<file path="config.mk">
export PLATFORM = sky130hd
export DESIGN_NAME = cu_multicycle
export DESIGN_NICKNAME = d
export VERILOG_FILES = /design/src/rtl/cu_multicycle.sv
export SDC_FILE = /design/constraint.sdc
export NUM_CORES = 1
export LEC_CHECK = 0
export CAP_MARGIN = 10
export CELL_PAD_IN_SITES_DETAIL_PLACEMENT = 0
export CELL_PAD_IN_SITES_GLOBAL_PLACEMENT = 1
export CORE_UTILIZATION = 40
export CTS_BUF_LIST = sky130_fd_sc_hd__clkbuf_4 sky130_fd_sc_hd__clkbuf_8
export DETAILED_ROUTE_END_ITERATION = 7
export PLACE_DENSITY = 0.81
export SYNTH_ARGS = -nofsm -noshare
export SYNTH_HDL_FRONTEND = slang
export SYNTH_SLANG_ARGS = --single-unit
export TNS_END_PERCENT = 100
</file>
<file path="constraint.sdc">
create_clock -name clk -period 2.9 [get_ports clk]
set_clock_uncertainty 0.15 [all_clocks]
set_input_delay 0.58 -clock clk [delete_from_list [all_inputs] [get_ports clk]]
set_output_delay 0.58 -clock clk [all_outputs]
set_load 0.01 [all_outputs]
</file>
<file path="src/rtl/cu_multicycle.sv">
// Multicycle control unit: fetches {opc, op1, op2, op3} words, sequences memory loads/stores and
// ALU requests with timeout. Optional illegal-opcode trap is enabled by defining CU_TRAP_EN.
module cu_multicycle #(
    parameter int unsigned REG_SIZE    = 8,
    parameter int unsigned OPC_W       = 4,
    parameter int unsigned ALU_TIMEOUT = 15,
    parameter int unsigned RESET_PC    = 0
`ifdef CU_TRAP_EN
    ,
    parameter int unsigned TRAP_VEC    = 'hF0
`endif
) (
    input  logic                        clk,
    input  logic                        rst,
    input  logic [OPC_W+3*REG_SIZE-1:0] ins_in,
    input  logic                        ins_valid,
    output logic                        ins_ready,
    output logic [REG_SIZE-1:0]         pc,
    output logic                        busy,
    output logic [2:0]                  alu_operation,
    output logic [REG_SIZE-1:0]         alu_op1,
    output logic [REG_SIZE-1:0]         alu_op2,
    output logic                        alu_req,
    input  logic                        alu_done,
    input  logic [REG_SIZE-1:0]         alu_res,
    output logic [REG_SIZE-1:0]         mem_addr,
    output logic                        mem_re,
    output logic                        mem_we,
    output logic [REG_SIZE-1:0]         mem_wdata,
    input  logic [REG_SIZE-1:0]         mem_rdata,
    input  logic                        mem_ack,
    output logic                        err
`ifdef CU_TRAP_EN
    ,
    output logic                        trap
`endif
);

    localparam int unsigned CNT_W = $clog2(ALU_TIMEOUT + 1);

    localparam logic [OPC_W-1:0] OpNop = OPC_W'(4'h0);
    localparam logic [OPC_W-1:0] OpJmp = OPC_W'(4'h1);
    localparam logic [OPC_W-1:0] OpAdd = OPC_W'(4'h2);
    localparam logic [OPC_W-1:0] OpSub = OPC_W'(4'h3);
    localparam logic [OPC_W-1:0] OpMul = OPC_W'(4'h4);
    localparam logic [OPC_W-1:0] OpDiv = OPC_W'(4'h5);
    localparam logic [OPC_W-1:0] OpBre = OPC_W'(4'h6);
    localparam logic [OPC_W-1:0] OpMov = OPC_W'(4'h7);
    localparam logic [OPC_W-1:0] OpAnd = OPC_W'(4'h8);
    localparam logic [OPC_W-1:0] OpOrr = OPC_W'(4'h9);
    localparam logic [OPC_W-1:0] OpXor = OPC_W'(4'hA);
    localparam logic [OPC_W-1:0] OpSet = OPC_W'(4'hB);
    localparam logic [OPC_W-1:0] OpClc = OPC_W'(4'hC);

    typedef enum logic [2:0] {
        StFetch,
        StDecode,
        StLoad1,
        StLoad2,
        StExec,
        StAluWait,
        StStore
    } state_e;

    state_e              r_state, w_state_nxt;
    logic [OPC_W-1:0]    r_opc, w_opc_nxt;
    logic [REG_SIZE-1:0] r_op1, w_op1_nxt;
    logic [REG_SIZE-1:0] r_op2, w_op2_nxt;
    logic [REG_SIZE-1:0] r_op3, w_op3_nxt;
    logic [REG_SIZE-1:0] r_a, w_a_nxt;
    logic [REG_SIZE-1:0] r_b, w_b_nxt;
    logic [REG_SIZE-1:0] r_data, w_data_nxt;
    logic [REG_SIZE-1:0] r_addr, w_addr_nxt;
    logic [REG_SIZE-1:0] r_pc, w_pc_nxt;
    logic [CNT_W-1:0]    r_cnt, w_cnt_nxt;
    logic                r_err, w_err_nxt;
    logic                r_trap, w_trap_nxt;

    logic [REG_SIZE-1:0] w_pc_inc;
    logic [CNT_W-1:0]    w_cnt_inc;
    logic                w_is_alu;
    logic [2:0]          w_alu_code;

    assign w_pc_inc  = r_pc + 1'b1;
    assign w_cnt_inc = r_cnt + 1'b1;

    always_comb begin
        w_is_alu   = 1'b1;
        w_alu_code = 3'b000;
        case (r_opc)
            OpAdd:   w_alu_code = 3'b000;
            OpSub:   w_alu_code = 3'b001;
            OpMul:   w_alu_code = 3'b010;
            OpDiv:   w_alu_code = 3'b011;
            OpAnd:   w_alu_code = 3'b100;
            OpOrr:   w_alu_code = 3'b101;
            OpXor:   w_alu_code = 3'b110;
            default: w_is_alu   = 1'b0;
        endcase
    end

    always_ff @(posedge clk or negedge rst) begin
        if (!rst) begin
            r_state <= StFetch;
            r_opc   <= '0;
            r_op1   <= '0;
            r_op2   <= '0;
            r_op3   <= '0;
            r_a     <= '0;
            r_b     <= '0;
            r_data  <= '0;
            r_addr  <= '0;
            r_pc    <= REG_SIZE'(RESET_PC);
            r_cnt   <= '0;
            r_err   <= 1'b0;
            r_trap  <= 1'b0;
        end else begin
            r_state <= w_state_nxt;
            r_opc   <= w_opc_nxt;
            r_op1   <= w_op1_nxt;
            r_op2   <= w_op2_nxt;
            r_op3   <= w_op3_nxt;
            r_a     <= w_a_nxt;
            r_b     <= w_b_nxt;
            r_data  <= w_data_nxt;
            r_addr  <= w_addr_nxt;
            r_pc    <= w_pc_nxt;
            r_cnt   <= w_cnt_nxt;
            r_err   <= w_err_nxt;
            r_trap  <= w_trap_nxt;
        end
    end

    always_comb begin
        w_state_nxt   = r_state;
        w_opc_nxt     = r_opc;
        w_op1_nxt     = r_op1;
        w_op2_nxt     = r_op2;
        w_op3_nxt     = r_op3;
        w_a_nxt       = r_a;
        w_b_nxt       = r_b;
        w_data_nxt    = r_data;
        w_addr_nxt    = r_addr;
        w_pc_nxt      = r_pc;
        w_cnt_nxt     = r_cnt;
        w_err_nxt     = 1'b0;
        w_trap_nxt    = 1'b0;
        ins_ready     = 1'b0;
        alu_req       = 1'b0;
        alu_operation = 3'b000;
        alu_op1       = '0;
        alu_op2       = '0;
        mem_addr      = '0;
        mem_re        = 1'b0;
        mem_we        = 1'b0;
        mem_wdata     = '0;

        case (r_state)
            StFetch: begin
                ins_ready = 1'b1;
                if (ins_valid) begin
                    w_opc_nxt   = ins_in[OPC_W+3*REG_SIZE-1 -: OPC_W];
                    w_op1_nxt   = ins_in[3*REG_SIZE-1 -: REG_SIZE];
                    w_op2_nxt   = ins_in[2*REG_SIZE-1 -: REG_SIZE];
                    w_op3_nxt   = ins_in[REG_SIZE-1:0];
                    w_state_nxt = StDecode;
                end
            end
            StDecode: begin
                w_state_nxt = StFetch;
                if (r_opc == OpNop) begin
                    w_pc_nxt = w_pc_inc;
                end else if (r_opc == OpJmp) begin
                    w_pc_nxt = r_op1;
                end else if (r_opc == OpSet) begin
                    w_data_nxt  = r_op2;
                    w_addr_nxt  = r_op1;
                    w_state_nxt = StStore;
                end else if (r_opc == OpClc) begin
                    w_data_nxt  = '0;
                    w_addr_nxt  = r_op1;
                    w_state_nxt = StStore;
                end else if (r_opc == OpMov || r_opc == OpBre || w_is_alu) begin
                    w_state_nxt = StLoad1;
                end else begin
`ifdef CU_TRAP_EN
                    w_pc_nxt   = REG_SIZE'(TRAP_VEC);
                    w_trap_nxt = 1'b1;
`else
                    w_pc_nxt = w_pc_inc;
`endif
                end
            end
            StLoad1: begin
                mem_re   = 1'b1;
                mem_addr = r_op1;
                if (mem_ack) begin
                    w_a_nxt = mem_rdata;
                    if (r_opc == OpMov) begin
                        w_data_nxt  = mem_rdata;
                        w_addr_nxt  = r_op2;
                        w_state_nxt = StStore;
                    end else if (r_opc == OpBre) begin
                        w_pc_nxt    = (mem_rdata != '0) ? r_op2 : w_pc_inc;
                        w_state_nxt = StFetch;
                    end else begin
                        w_state_nxt = StLoad2;
                    end
                end
            end
            StLoad2: begin
                mem_re   = 1'b1;
                mem_addr = r_op2;
                if (mem_ack) begin
                    w_b_nxt     = mem_rdata;
                    w_state_nxt = StExec;
                end
            end
            StExec: begin
                alu_req       = 1'b1;
                alu_op1       = r_a;
                alu_op2       = r_b;
                alu_operation = w_alu_code;
                w_cnt_nxt     = '0;
                w_state_nxt   = StAluWait;
            end
            StAluWait: begin
                alu_op1       = r_a;
                alu_op2       = r_b;
                alu_operation = w_alu_code;
                if (alu_done) begin
                    w_data_nxt  = alu_res;
                    w_addr_nxt  = r_op3;
                    w_state_nxt = StStore;
                end else if (w_cnt_inc == CNT_W'(ALU_TIMEOUT)) begin
                    // Abort: skip the write-back, flag the error and move on.
                    w_err_nxt   = 1'b1;
                    w_pc_nxt    = w_pc_inc;
                    w_state_nxt = StFetch;
                end else begin
                    w_cnt_nxt = w_cnt_inc;
                end
            end
            StStore: begin
                mem_we    = 1'b1;
                mem_addr  = r_addr;
                mem_wdata = r_data;
                if (mem_ack) begin
                    w_pc_nxt    = w_pc_inc;
                    w_state_nxt = StFetch;
                end
            end
            default: w_state_nxt = StFetch;
        endcase
    end

    assign pc   = r_pc;
    assign busy = (r_state != StFetch);
    assign err  = r_err;
`ifdef CU_TRAP_EN
    assign trap = r_trap;
`else
    logic w_unused;
    assign w_unused = r_trap;
`endif

endmodule
</file>
Yosys cells after proc, flatten, opt, wreduce, memory -nomap -nowiden
Index checks and enable logic that the tools add are counted.
- output and inout bits: 49
- input bits: 49
- word-level logic and storage cells: 130
- flip-flop bits (word level): 76
- reductions and logical operators: 19
- add/subtract/negate cells: 2
- muxes and demuxes: 60
- equality and inequality tests: 37
- operator list (operator ; number):
    2-to-1 mux 8 bit ; 29
    case mux 8 bit (3 select lines) ; 3
    2-to-1 mux 3 bit ; 12
    case mux 8 bit (4 select lines) ; 1
    != test 2 bit (second input constant) ; 13
    == test 4 bit (second input constant) ; 6
    case mux 3 bit (7 select lines) ; 1
    case mux 3 bit (6 select lines) ; 1
    == test 4 x 3 -> 1 bit (second input constant) ; 4
    != test 4 bit (second input constant) ; 3
    AND reduction 10 bit ; 1
    == test 3 bit (second input constant) ; 3
    adder 8 x 1 -> 8 bit (second input constant) ; 1
    == test 4 x 2 -> 1 bit (second input constant) ; 2
    2-to-1 mux 1 bit ; 8
    2-to-1 mux 4 bit ; 2
    case mux 4 bit (2 select lines) ; 1
    nonzero test 8 bit ; 1
    AND reduction 7 bit ; 1
    OR reduction 7 bit ; 1
    == test 3 x 2 -> 1 bit (second input constant) ; 2
    != test 3 bit (second input constant) ; 2
    AND reduction 2 bit ; 3
    nonzero test 3 bit ; 2
    other kinds (12) ; 15

Longest topological paths before layout
Gate-level depths: netlist (run 1).
- depth after elaboration: 10
- gate-level depth with buffers: 8
- gate-level depth less buffers: 7

Worst setup path before layout (run 1)
Ideal clock, no wire load.
- path type: register to output
- from: register r_state[2]
- to: output mem_wdata[0]
- data arrival time: 1472 ps
- data required time: 2170 ps
- cell stages (with the launch flop): 6
- buffers on the path: 4
- path slack: 698 ps
- cells stage by stage: dfrtp_1 > buf_4 > clkbuf_1 > buf_2 > clkbuf_1 > and3_1
- longest elaborated chain between the ends: 2
- ends and longest elaborated chain (element ; line ; source):
    start, declared ; 65 ; state_e r_state, w_state_nxt;
    start signal, assigned ; 104 ; r_state <= StFetch;
    start signal, assigned ; 118 ; r_state <= w_state_nxt;
    == test 3 bit ; 158 ; case (r_state)
    2-to-1 mux 8 bit ; 158 ;
    end, declared ; 29 ; output logic [REG_SIZE-1:0] mem_wdata,
Every way passes these cells.

Worst setup path in the final report (run 1)
- from: register r_state[2]
- to: output mem_addr[5]
- longest elaborated chain between the ends: 2
- elaborated cells between the ends (all ways): 4
- classes of those cells: eq/ne (3); mux (1)
- ends and longest elaborated chain (element ; line ; source):
    == test 3 bit or == test 3 x 2 -> 1 bit (tied branches) ; 158 ;
    case mux 8 bit (3 select lines) * ; 158 ;
    end, declared ; 26 ; output logic [REG_SIZE-1:0] mem_addr,
Mark *: on every way between the ends. The rest lies on a longest branch, timed or not.

==> results of run 1 <==
## how the worst max path moves through the flow
stage                              end  depth (start not counted)  slack [ns]         start
after detailed placement         pc[7]                          6       -0.03  mem_rdata[3]
final                      mem_addr[5]                          5        0.08    r_state[2]
after global routing        alu_op1[3]                          4      0.0003    r_state[1]
after global placement           pc[4]                          6        0.09  mem_rdata[3]
after CTS                  mem_addr[5]                          5        0.02    r_state[2]
after floorplan           mem_wdata[0]                          5        0.70    r_state[2]
## per-layer routing
layer / share of wire, % / GRT usage, %
met5: 0 / 0
met4: 0.84 / 6.849
met3: 4.7 / 3.027
met2: 48 / 34.79
met1: 47 / 31.78
## state kept, by name, summed over array words and instances, names as in the netlist, 8 cells and up
signal	flops
pc	8
r_a	8
r_op2	8
r_op1	8
r_addr	8
r_op3	8
r_data	8
r_b	8
## stage by stage
stage,instances,power [uW],setup slack [ns],setup TNS (ns)
detailed placement,665,5195,-0.02881,-0.02881
CTS,679,6085,0.01664,0
finish,679,6069,0.08078,0
global route,679,6501,0.0003169,0
floorplan,438,4001,0.6977,0
global placement,665,5121,0.09232,0
## placed cells by master (no fill, tap or decap), types with 2 or more instances in the layout
cell	Yosys	layout
a211oi_1	2	2
a21bo_2	2	2
a21oi_1	15	15
a221oi_1	2	2
a222oi_1	8	8
a22o_1	4	4
a22oi_1	13	13
a31oi_1	3	3
and2_1	20	20
and3_1	9	9
and3b_1	2	2
and4b_1	4	4
buf_4	5	20
bufinv_16	0	2
clkbuf_8	0	9
clkdlybuf4s50_1	0	96
clkinv_2	0	2
dfrtp_1	76	75
ha_1	3	3
inv_1	17	17
mux2_2	52	52
mux2i_1	18	18
nand2_1	31	31
nand2b_1	11	11
nand3_1	11	11
nand3b_1	2	2
nor2_1	25	25
nor2b_1	6	5
nor3_1	5	5
nor3b_1	2	2
nor4_1	2	2
o2111a_1	2	2
o211ai_1	9	9
o21ai_0	15	15
o21ai_1	2	2
o31ai_1	5	5
o41a_1	2	2
or3_1	3	3
## power by group through the flow
stage	clock, uW	sequential (uW)	combinational, uW
finish	867	2130	3080
global route	933	2200	3370
CTS	887	2120	3080
detailed placement	0	2130	3060
global placement	0	2120	3010
floorplan	0	1880	2120
## cells by family (layout without fill, tap and decap cells)
family                   after synthesis  in the layout  synth area share [%]
AND/OR/NAND/NOR                      140            140                 17.37
AO/OA/AOI/OAI                         99             99                 16.41
flip-flops                            76             76                 42.78
multiplexers                          70             70                 17.22
buffers and inverters                 48            149                 4.982
adder cells (fa/ha/maj)                3              3                0.8444
XOR/XNOR                               2              2                0.3941
## worst max-delay path: cells and delay by family, from the launching register on
family	cells	cell delay, ns
compound gates	1	0.21
buf+inv	2	0.83
flops	1	0.39
mux	1	0.12
simple gates	1	0.18
## timing repair
action,4_1_cts,5_1_grt
setup endpoints to repair,1,5
hold buffers,0,0
gates resized for setup,1,2
## layout make-up
class / count / share of cell area, %
clock buffers: 9 / 2.131
multi-input cells: 314 / 40.00
repair buffers: 118 / 19.66
well taps: 140 / 3.014
clock inverters: 5 / 1.356
flip-flops and latches: 76 / 32.74
inverters: 17 / 1.098
==> flow_summary.toml, run 1 <==
[global_route]
grt_max_degree = 46
grt_overflow = 0
grt_pass1_wl_um = 19780
grt_pass1_vias = 3740
track_usage_pct = 22.20
antenna_found_initial = 0

[setup_path]
cp_data_required_time_ns = 2.17
reg2reg_to = "pc[2]"
worstPathCellList = "buf_6 -> mux2i_1 -> o22a_1 -> nor2_1 -> clkdlybuf4s50_1"
ff2ff_setup_slack_ns = 0.42
worstSetupEndpointType = "output port"
r2r_cells = 5
r2r_start = "r_opc[3]"
slowest_stage = "clkdlybuf4s50_1"
slowest_delay_ns = 0.57
critPathArrivalTime_ns = 2.09
worstPathMaxFanout = 25
criticalPathCategory = "reg2out"
start_kind = "flip-flop"

[synth]
synthDominantCellAreaShare_pct = 42.78
synth_area_per_cell_sq_um = 10.15
ys.flop_type = "dfrtp_1"
synth_fp_nets = 490
synth_edf_count = 0
synthCells = 438
synth_most_common_cell = "dfrtp_1"
synth-async-reset-ratio_pct = 100.0
synth_area_sq_um = 4446
synth.cells.most_frequent = "dfrtp_1, mux2_2, nand2_1, nor2_1, and2_1"
ys_seq_area_share_pct = 42.78
synth_seq_cells = 76
synth_area_leaders = "dfrtp_1, mux2_2, mux2i_1"
synth_top_cell_by_area = "dfrtp_1"
ys.warnings.count = 0
synth_cell_type_count = 62

[cts]
cts-root-buf = "clkbuf_8"
clk_pin_slew_worst_paths_ns = 0.08
cts_buffer_depth = 2
clk_latency_ns = 0.35
cts-buffers-inserted = 9
cts_max_level = 3
cts_setup_buffers = 0
cts.sinks = 76
cts_tree = "yes"

[finish]
antenna-diode-count = 0
finalNetCount = 588
seqCellArea_sq_um = 1903
num-fill-cells = 994
design_area_sq_um = 5812
syn_to_final_growth_pct = 30.73
final_util_pct = 53.61
drive_gt1_share_pct = 18.37
multi_input_area_sq_um = 2325

[floorplan]
core_area_sq_um = 10840
start_util_pct = 41.01
placementRows = 38
dieArea_sq_um = 11540
die-height_um = 107.4
pin_count = 98
dieWidth_um = 107.4

[routing]
dr.pass1.iters = 4
drt_iter0_markers = 222
routed_via_density = 5.592
num_vias = 3797
drt_wl_total_um = 12280
wire_per_inst_um = 18.08
final_antenna_net_count = 0
drc_errors = 0

[timing]
fin_crit_ns = 2.819
finalCritPeriodShare_pct = 97.21
fmax_mhz = 354.7
grt_setup_unrepaired = "no"
setup_viol = 0
whs_ns = 0.08945
hold_viol = 0
slew_viol_final = 0
maxSlewHeadroom_pct = 59.29
worstMarginPinSlew_ns = 0.6051

[power]
p_leak_uw = 0.002491
vdd_drop_max_v = 0.0004500
switching_share_pct = 40.17
clockPowerShare_pct = 14.3
p_int_uw = 3631
comb_power_share_pct = 50.7
power_density_nw_per_um2 = 1044
power_frac_seq_pct = 35.0
p_sw_uw = 2438

[placement]
portBuffers = 97
dpl-instance-area_sq_um = 5602
place.gp.congestion = 0.8305
hpwl_um = 8805

[hold_path]
hold_class = "in2async"

[job]
cap_violations = 0

[run_status]
status = "finished clean"
No activity file was read; power rests on OpenSTA's default activity.
==> run 2: changes to the inputs <==
--- a/config.mk
+++ b/config.mk
@@ -10,8 +10,10 @@
 export CELL_PAD_IN_SITES_GLOBAL_PLACEMENT = 1
 export CORE_UTILIZATION = 40
 export CTS_BUF_LIST = sky130_fd_sc_hd__clkbuf_4 sky130_fd_sc_hd__clkbuf_8
+export CTS_CLUSTER_SIZE = 30
 export DETAILED_ROUTE_END_ITERATION = 7
 export PLACE_DENSITY = 0.81
+export SLEW_MARGIN = 20
 export SYNTH_ARGS = -nofsm -noshare
 export SYNTH_HDL_FRONTEND = slang
 export SYNTH_SLANG_ARGS = --single-unit
==> results of run 2 <==
Final layout, timing and power as in run 1 (identical DEF).
==> run 3: changes to the inputs <==
--- a/config.mk
+++ b/config.mk
@@ -12,6 +12,7 @@
 export CTS_BUF_LIST = sky130_fd_sc_hd__clkbuf_4 sky130_fd_sc_hd__clkbuf_8
 export CTS_CLUSTER_SIZE = 30
 export DETAILED_ROUTE_END_ITERATION = 7
+export GPL_ROUTABILITY_DRIVEN = 1
 export PLACE_DENSITY = 0.81
 export SLEW_MARGIN = 20
 export SYNTH_ARGS = -nofsm -noshare
==> results of run 3 <==
Final layout, timing and power as in run 1 (identical DEF).
